## src/rtl/spi_controller.sv

```systemverilog
// SPI mode-0 controller: one 16-bit MSB-first frame {rw, addr, data} per accepted request.
// Define SPI_READBACK_EN to add req_rw, CIPO and rsp_rdata for register reads.
module spi_controller #(
    parameter int unsigned HALF_PERIOD = 4,
    parameter int unsigned SETUP_CYC   = 4,
    parameter int unsigned HOLD_CYC    = 4,
    parameter int unsigned GAP_CYC     = 4
) (
    input  logic       clk,
    input  logic       rst_n,
    input  logic       req_valid,
    output logic       req_ready,
    input  logic [6:0] req_addr,
    input  logic [7:0] req_wdata,
`ifdef SPI_READBACK_EN
    input  logic       req_rw,
    input  logic       CIPO,
    output logic [7:0] rsp_rdata,
`endif
    output logic       done,
    output logic       sclk,
    output logic       COPI,
    output logic       cs
);

    localparam int unsigned MAX_SH = (HALF_PERIOD > SETUP_CYC) ? HALF_PERIOD : SETUP_CYC;
    localparam int unsigned MAX_HG = (HOLD_CYC > GAP_CYC) ? HOLD_CYC : GAP_CYC;
    localparam int unsigned MAX_C  = (MAX_SH > MAX_HG) ? MAX_SH : MAX_HG;
    localparam int unsigned CW     = $clog2(MAX_C);

    localparam logic [CW-1:0] HALF_LAST  = CW'(HALF_PERIOD - 1);
    localparam logic [CW-1:0] SETUP_LAST = CW'(SETUP_CYC - 1);
    localparam logic [CW-1:0] HOLD_LAST  = CW'(HOLD_CYC - 1);
    localparam logic [CW-1:0] GAP_LAST   = CW'(GAP_CYC - 1);

    if (HALF_PERIOD < 3 || SETUP_CYC < 3 || HOLD_CYC < 3 || GAP_CYC < 3) begin : g_param_err
        $error("spi_controller: timing parameters must all be >= 3");
    end

    typedef enum logic [2:0] {StIdle, StSetup, StShift, StHold, StGap} state_e;

    state_e        state;
    logic [CW-1:0] cnt;
    logic [3:0]    bit_cnt;
    // Only addr/data are held here; the frame MSB goes straight to COPI at accept.
    logic [14:0]   shreg;
    logic          frame_msb;

`ifdef SPI_READBACK_EN
    logic       rd_q;
    logic [7:0] rx_q;
    assign frame_msb = req_rw;
`else
    assign frame_msb = 1'b1;
`endif

    always_ff @(posedge clk or negedge rst_n) begin
        if (!rst_n) begin
            state     <= StIdle;
            cnt       <= '0;
            bit_cnt   <= '0;
            shreg     <= '0;
            sclk      <= 1'b0;
            COPI      <= 1'b0;
            cs        <= 1'b1;
            req_ready <= 1'b1;
            done      <= 1'b0;
`ifdef SPI_READBACK_EN
            rd_q      <= 1'b0;
            rx_q      <= '0;
            rsp_rdata <= '0;
`endif
        end else begin
            done <= 1'b0;
            case (state)
                StIdle: begin
                    if (req_valid && req_ready) begin
                        shreg     <= {req_addr, req_wdata};
                        COPI      <= frame_msb;
                        cs        <= 1'b0;
                        req_ready <= 1'b0;
                        cnt       <= '0;
                        state     <= StSetup;
`ifdef SPI_READBACK_EN
                        rd_q      <= ~req_rw;
`endif
                    end
                end
                StSetup: begin
                    if (cnt == SETUP_LAST) begin
                        cnt     <= '0;
                        bit_cnt <= 4'd15;
                        state   <= StShift;
                    end else begin
                        cnt <= cnt + 1'b1;
                    end
                end
                StShift: begin
                    if (cnt != HALF_LAST) begin
                        cnt <= cnt + 1'b1;
                    end else if (!sclk) begin
                        cnt  <= '0;
                        sclk <= 1'b1;
                    end else begin
                        // End of a high half: falling edge, next bit or leave.
                        cnt  <= '0;
                        sclk <= 1'b0;
`ifdef SPI_READBACK_EN
                        if (rd_q && !bit_cnt[3]) rx_q <= {rx_q[6:0], CIPO};
`endif
                        if (bit_cnt == 4'd0) begin
                            COPI  <= 1'b0;
                            state <= StHold;
                        end else begin
                            bit_cnt <= bit_cnt - 4'd1;
                            COPI    <= shreg[14];
                            shreg   <= {shreg[13:0], 1'b0};
                        end
                    end
                end
                StHold: begin
                    if (cnt == HOLD_LAST) begin
                        cnt   <= '0;
                        cs    <= 1'b1;
                        done  <= 1'b1;
                        state <= StGap;
`ifdef SPI_READBACK_EN
                        if (rd_q) rsp_rdata <= rx_q;
`endif
                    end else begin
                        cnt <= cnt + 1'b1;
                    end
                end
                StGap: begin
                    if (cnt == GAP_LAST) begin
                        cnt       <= '0;
                        req_ready <= 1'b1;
                        state     <= StIdle;
                    end else begin
                        cnt <= cnt + 1'b1;
                    end
                end
                default: state <= StIdle;
            endcase
        end
    end

endmodule

```

## config.mk

```make
export PLATFORM = sky130hd
export DESIGN_NAME = spi_controller
export DESIGN_NICKNAME = d
export VERILOG_FILES = /design/src/rtl/spi_controller.sv
export SDC_FILE = /design/constraint.sdc
export NUM_CORES = 1
export LEC_CHECK = 0
export CORE_ASPECT_RATIO = 1.2
export CORE_MARGIN = 3
export CORE_UTILIZATION = 25
export DETAILED_ROUTE_END_ITERATION = 6
export GPL_TIMING_DRIVEN = 0
export PLACE_DENSITY = 0.45
export SLEW_MARGIN = 0
export SYNTH_ARGS = -nofsm -noshare
export SYNTH_HDL_FRONTEND = slang
export SYNTH_SLANG_ARGS = --single-unit
```

## constraint.sdc

```tcl
create_clock -name clk -period 4.7 [get_ports clk]
set_input_delay 0.94 -clock clk [delete_from_list [all_inputs] [get_ports clk]]
set_output_delay 0.94 -clock clk [all_outputs]
set_load 0.01 [all_outputs]
```

==> flow_metrics.py, run 1 <==
metrics = {
    "clock_network": {
        "cts_sinks": 29,
        "root_buffer": "clkbuf_8",
        "cts_resized": 0,
        "cts_buffers": 5,
        "cts_tree": "yes",
        "clkTransAtPathRegs_ps": 70,
        "hold_buffers": 0,
        "cts_setup_buffers": 0,
        "clock_path_buffers": 2,
        "ctsHtreeMaxLevel": 2,
        "insertion_delay_ps": 280,
    },
    "synthesis": {
        "synthCells": 132,
        "seq_area_frac_synth": 0.463,
        "synth_edf_count": 0,
        "syn-cell-area_um2": 1570,
        "synth_top_family_by_area": "multiplexers",
        "ys_ff_latch": 29,
        "ys_warn_count": 0,
        "synth_compound_area_frac": 0.129,
        "yosys.area_share.adder": 0.0159,
        "synth_top_area_share": 0.430,
        "yosys.area_share.simple": 0.118,
        "synth.area.top_cells": "dfrtp_1 (43%), mux2_2 (13%), mux2_4 (8.6%), dfstp_2 (3.3%), a21oi_1 (2.2%)",
        "ys.flop_type": "dfrtp_1",
        "yosysUniqueCellTypes": 39,
        "synth_top_cell_by_area": "dfrtp_1",
        "muxShareOfSynthArea": 0.222,
        "yosys-top-cells-count": "dfrtp_1 (27), mux2_2 (18), mux2_4 (9), nand2_1 (9), nor2_1 (9)",
        "syn_area_per_cell_um2": 11.9,
        "synth_xor_area_frac": 0.0167,
        "async_flop_share": 1.00,
        "yosysMostFrequentCell": "dfrtp_1",
        "synth_fp_nets": 152,
    },
    "detailed_routing": {
        "drc_errors": 0,
        "ant_nets": 0,
        "num_vias": 1099,
        "vias_per_cell": 4.50,
        "wl_per_cell_um": 13.1,
        "dr.pass1.iters": 2,
        "drt_iter0_drc": 22,
        "detail_route.wirelength_um": 3190,
    },
    "sta": {
        "rsz0062_at_grt": "no",
        "setup_viol": 0,
        "skew_ps": 7.67,
        "final-hold-violation-count": 0,
        "fmax_mhz": 399,
        "tns_ps": 0,
        "slew_viol_final": 0,
        "max_slew_margin": 0.566,
        "period_share": 0.533,
        "fin_crit_ps": 2500,
        "worst_slew_pin_slew_ps": 651,
    },
    "grt": {
        "grt_max_degree": 30,
        "gr-usage-all-layers": 0.0965,
        "grt_use_met1": 0.119,
        "antenna_found_initial": 0,
        "grt_pass1_vias": 1180,
        "grtUsageMet3": 0.0331,
        "met2_usage": 0.151,
        "top_usage_layer": "met2",
        "grt_pass1_wl_um": 5500,
        "grt_overflow": 0,
    },
    "pwr": {
        "max-vdd-ir-drop_uv": 126,
        "fin_total_pwr_uw": 505,
        "swShare": 0.212,
        "power.density_nw_per_um2": 254,
        "leakage_uw": 0.000905,
        "p_sw_uw": 107,
        "combPwrFrac": 0.049,
        "power_frac_clock": 0.457,
        "internal_power_uw": 398,
        "p_seq_frac": 0.494,
    },
    "worst_setup_path": {
        "startpoint_type": "input pin",
        "end_kind": "flop",
        "crit_required_ps": 4870,
        "worstPathArrival_ps": 2670,
        "crit_type": "input pin to flop",
        "cp_max_fo": 10,
    },
    "placed_design": {
        "place_area_um2": 1890,
        "dpl.hpwl_um": 2290,
        "gp_congestion": 0.804,
        "portBuffers": 22,
    },
    "cells_and_area": {
        "finish.instance_area_um2": 1990,
        "n_antenna_cell": 0,
        "drive_gt1_frac": 0.309,
        "nNetsFinal": 181,
        "syn2layout_area_growth_pct": 26.7,
    },
    "worst_hold_path": {
        "hp-class": "flop to flop",
    },
    "floorplanning": {
        "die_x_um": 78.4,
        "start_util": 0.260,
        "dieHeight_um": 92.9,
        "rows": 31,
        "die_area_um2": 7280,
        "ios": 23,
        "core_region_area_um2": 6050,
    },
    "outcome": {
        "status": "finished, final reports clean",
    },
    "run": {
        "maxCapViolations": 0,
    },
}
flip-flops by register name (all words and copies together) (netlist names):
name       flops
bit_cnt        4
req_ready      1
cs             1
done           1
COPI           1
state          3
sclk           1
cnt            2
shreg         15
per-stage QoR:
step	hold slack [ps]	utilization	setup WS [ps]	instances
4_1_cts	497	0.330	2200	244
3_5_place_dp	479	0.313	1900	236
2_1_floorplan	457	-	2600	132
6_report	494	0.329	2200	244
3_3_place_gp	465	0.313	1950	236
5_1_grt	513	0.329	2150	244
final timing paths:
kind	cells past startpoint	startpoint	endpoint	slack [ps]
hold reg to reg	1	shreg[0]	shreg[0]	490
max in group asynchronous	1	rst_n	done	3590
setup / recovery	6	req_valid	shreg[14]	2200
hold / removal	1	shreg[0]	shreg[0]	490
setup reg to reg	6	bit_cnt[0]	shreg[14]	2640
min in group asynchronous	1	rst_n	shreg[9]	680
power groups by stage:
stage	clock network (µW)	registers [µW]	logic [µW]
after floorplan	0	254	5.71
after global placement	0	254	25.5
after detailed placement	0	254	25.8
after CTS	236	250	26.0
after global routing	250	249	27.3
final	231	250	24.7
area by class of cell:
class / instances / area [µm²]
timing repair buffer: 22 / 215
multi-input combinational: 93 / 788
sequential: 29 / 728
clock buffer: 7 / 96.3
inverter: 5 / 18.8
fill: 643 / 4060
clock inverter: 1 / 5.00
tap: 82 / 103
buffer: 5 / 36.3
layer usage:
layer / vias up / wire, µm / share of wire
met5: - / 0 / 0
met4: 0 / 65 / 0.020
met3: 8 / 130 / 0.041
met2: 21 / 1500 / 0.47
met1: 534 / 1490 / 0.47
li1: 536 / - / -
layout by cell type, fill, tap and decap left out, types with 2 or more instances in the layout:
cell              n
a21oi_1           7
a31oi_1           2
buf_2             3
buf_6             2
clkbuf_8          7
clkdlybuf4s50_1  21
dfrtp_1          27
dfstp_2           2
ha_1              2
inv_1             5
mux2_2           18
mux2_4            9
nand2_1           9
nand3_1           3
nand3b_1          2
nor2_1            9
o21ai_0           6
o31ai_1           2
or3b_1            2
xor2_1            2
worst max-delay path: stages:
cell and delay [ps]:
clkdlybuf4s50_1 530, nand3b_1 190, a221oi_4 370, o21ai_4 160
buf_6 190, mux2_4 300
cells by family (layout without fill, tap and decap cells):
| logic type | after synthesis | in the layout |
|---|---|---|
| flip-flops | 29 | 29 |
| adder cells (fa/ha/maj) | 2 | 2 |
| XOR/XNOR | 3 | 3 |
| AND/OR/NAND/NOR | 33 | 33 |
| buffers and inverters | 10 | 40 |
| AO/OA/AOI/OAI | 27 | 27 |
| multiplexers | 28 | 28 |
No activity file was read; power rests on OpenSTA's default activity.
==> run 2, diff against run 1 <==
PLACE_DENSITY = 0.46   (was 0.45)
clock period = 2.18 ns   (was 4.7 ns; I/O delays follow)
==> run 2 against run 1 <==
Cell area decreased by 0.57%; total power increased by 99%; worst setup slack worse by 2000 ps; die area did not move; clock skew grew 0.70 ps; clock power is 80% higher; core utilization shrank 0.19 points; critical path depth decreased by 1; cell count up 0.41%; via count grew 1.7%; sequential share of layout area rose by 0.21 points; non-clock buffer count is 1 higher.
==> flow_metrics.py, run 2 (same netlist as run 1, synthesis figures left out) <==
metrics = {
    "outcome": {
        "status": "finished, final reports clean",
    },
    "sta": {
        "fmax_mhz": 495,
        "period_share": 0.928,
        "rsz0062_at_grt": "no",
        "fin_crit_ps": 2020,
        "worst_slew_pin_slew_ps": 658,
        "skew_ps": 8.37,
        "hold_slack_ps": 191,
        "setup_viol": 0,
        "max_slew_margin": 0.562,
        "final-hold-violation-count": 0,
        "slew_viol_final": 0,
    },
    "clock_network": {
        "cts_buffers": 5,
        "insertion_delay_ps": 270,
        "root_buffer": "clkbuf_8",
        "cts_sinks": 29,
        "clock_path_buffers": 2,
        "ctsHtreeMaxLevel": 2,
        "cts_tree": "yes",
        "cts_resized": 0,
        "clkTransAtPathRegs_ps": 60,
        "hold_buffers": 0,
    },
    "worst_setup_path": {
        "rrSetupSlack_ps": 160,
        "path_delay_family": "multiplexers",
        "startpoint_type": "flop",
        "critPathMaxStageDelay_ps": 380,
        "worstPathArrival_ps": 2180,
        "path_cells": "buf_2, nor3b_4, buf_2, mux2_2, mux2_4",
        "path_common_cell": "buf_2",
        "crit_type": "flop to flop",
        "crit_slowest_cell": "dfrtp_1",
        "crit_required_ps": 2340,
        "crit_buf_inv": 2,
        "cp_max_fo": 10,
        "end_kind": "flop",
    },
    "cells_and_area": {
        "largest_register_ffs": 15,
        "regMostFlops": "shreg",
        "n_antenna_cell": 0,
        "final_cell_mix": "dfrtp_1 (27), clkdlybuf4s50_1 (21), mux2_2 (18)",
        "regArea_um2": 728,
        "reg.largest.list": "shreg (15), bit_cnt (4), state (3)",
        "syn2layout_area_growth_pct": 26.0,
        "multi_input_comb_area_um2": 788,
        "drive_gt1_frac": 0.307,
        "mostFrequentLayoutCell": "dfrtp_1",
        "nNetsFinal": 182,
        "nFillCells": 658,
    },
    "floorplanning": {
        "die_area_um2": 7280,
        "rows": 31,
        "core_region_area_um2": 6050,
        "die_x_um": 78.4,
        "dieHeight_um": 92.9,
        "ios": 23,
        "start_util": 0.260,
    },
    "pwr": {
        "power.density_nw_per_um2": 508,
        "swShare": 0.211,
        "p_sw_uw": 212,
        "max-vdd-ir-drop_uv": 249,
        "power_frac_clock": 0.412,
        "combPwrFrac": 0.053,
        "fin_total_pwr_uw": 1010,
        "leakage_uw": 0.000900,
        "internal_power_uw": 794,
        "p_seq_frac": 0.535,
    },
    "grt": {
        "gr-usage-all-layers": 0.0976,
        "grt_pass1_vias": 1191,
        "grt_overflow": 0,
        "grt_max_degree": 30,
        "grt_pass1_wl_um": 5640,
        "antenna_found_initial": 0,
    },
    "placed_design": {
        "portBuffers": 22,
        "dpl.hpwl_um": 2270,
        "gp_congestion": 0.770,
    },
    "detailed_routing": {
        "num_vias": 1118,
        "ant_nets": 0,
        "drt_iter0_drc": 34,
        "drc_errors": 0,
        "detail_route.wirelength_um": 3180,
        "dr.pass1.iters": 4,
        "vias_per_cell": 4.56,
        "wl_per_cell_um": 13.0,
    },
    "run": {
        "maxCapViolations": 0,
    },
    "worst_hold_path": {
        "hp-class": "input pin to async pin",
    },
}
## run 2: changes by cell type in the layout (fill, tap and decap cells not counted), sizes merged
| cell | previous run | this run |
|---|---|---|
| clkinv | 1 | 2 |
| buf | 5 | 6 |
| clkbuf | 8 | 7 |
## run 2: power by group through the flow
stage          clock, µW  sequential [µW]  combinational (µW)
2_1_floorplan          0              548                12.3
3_3_place_gp           0              548                55.0
3_5_place_dp           0              548                55.8
4_1_cts              435              538                56.5
5_1_grt              461              538                59.8
6_report             415              538                53.4
## run 2: layer usage
layer,share of wire,up-vias,track usage
li1,-,531,-
met3,0.044,4,0.0331
met2,0.47,28,0.160
met1,0.48,555,0.118
met5,0,-,0
met4,0.0094,0,0.0364
## run 2: final timing paths
kind	from	to	cells past startpoint
max in group asynchronous	rst_n	cnt[0]	1
setup / recovery	state[0]	shreg[12]	5
setup reg to reg	state[0]	shreg[12]	5
min in group clk	cs	cs	2
hold reg to reg	cs	cs	2
hold / removal	rst_n	shreg[8]	1
## run 2: worst reg2reg max path, cell delays in order, from the launching register on
cell and delay [ps]:
dfrtp_1 380, buf_2 190, nor3b_4 350, buf_2 330, mux2_2 380, mux2_4 280
## run 2: per-stage QoR
stage | worst slack (ps) | instance area, µm² | std cells | utilization | TNS, ps
after detailed placement | -95.6 | 1890 | 236 | 0.313 | -750
after floorplan | 294 | 1570 | 132 | - | 0
after global placement | -77.6 | 1890 | 236 | 0.313 | -686
after global routing | 41.5 | 1980 | 245 | 0.327 | 0
after CTS | 58.6 | 1980 | 244 | 0.327 | 0
final | 158 | 1980 | 245 | 0.327 | 0
## run 2: area by class of cell
type                       instances  share of cell area
tap                               82              0.0518
clock buffer                       6              0.0367
clock inverter                     2             0.00506
buffer                             5              0.0183
timing repair buffer              23               0.113
multi-input combinational         93               0.398
sequential                        29               0.368
inverter                           5             0.00948
## run 2: repair_timing
item	4_1_cts	5_1_grt
endpoints found under the setup margin	0	9
setup buffers	0	1
endpoints found under the hold margin	0	0
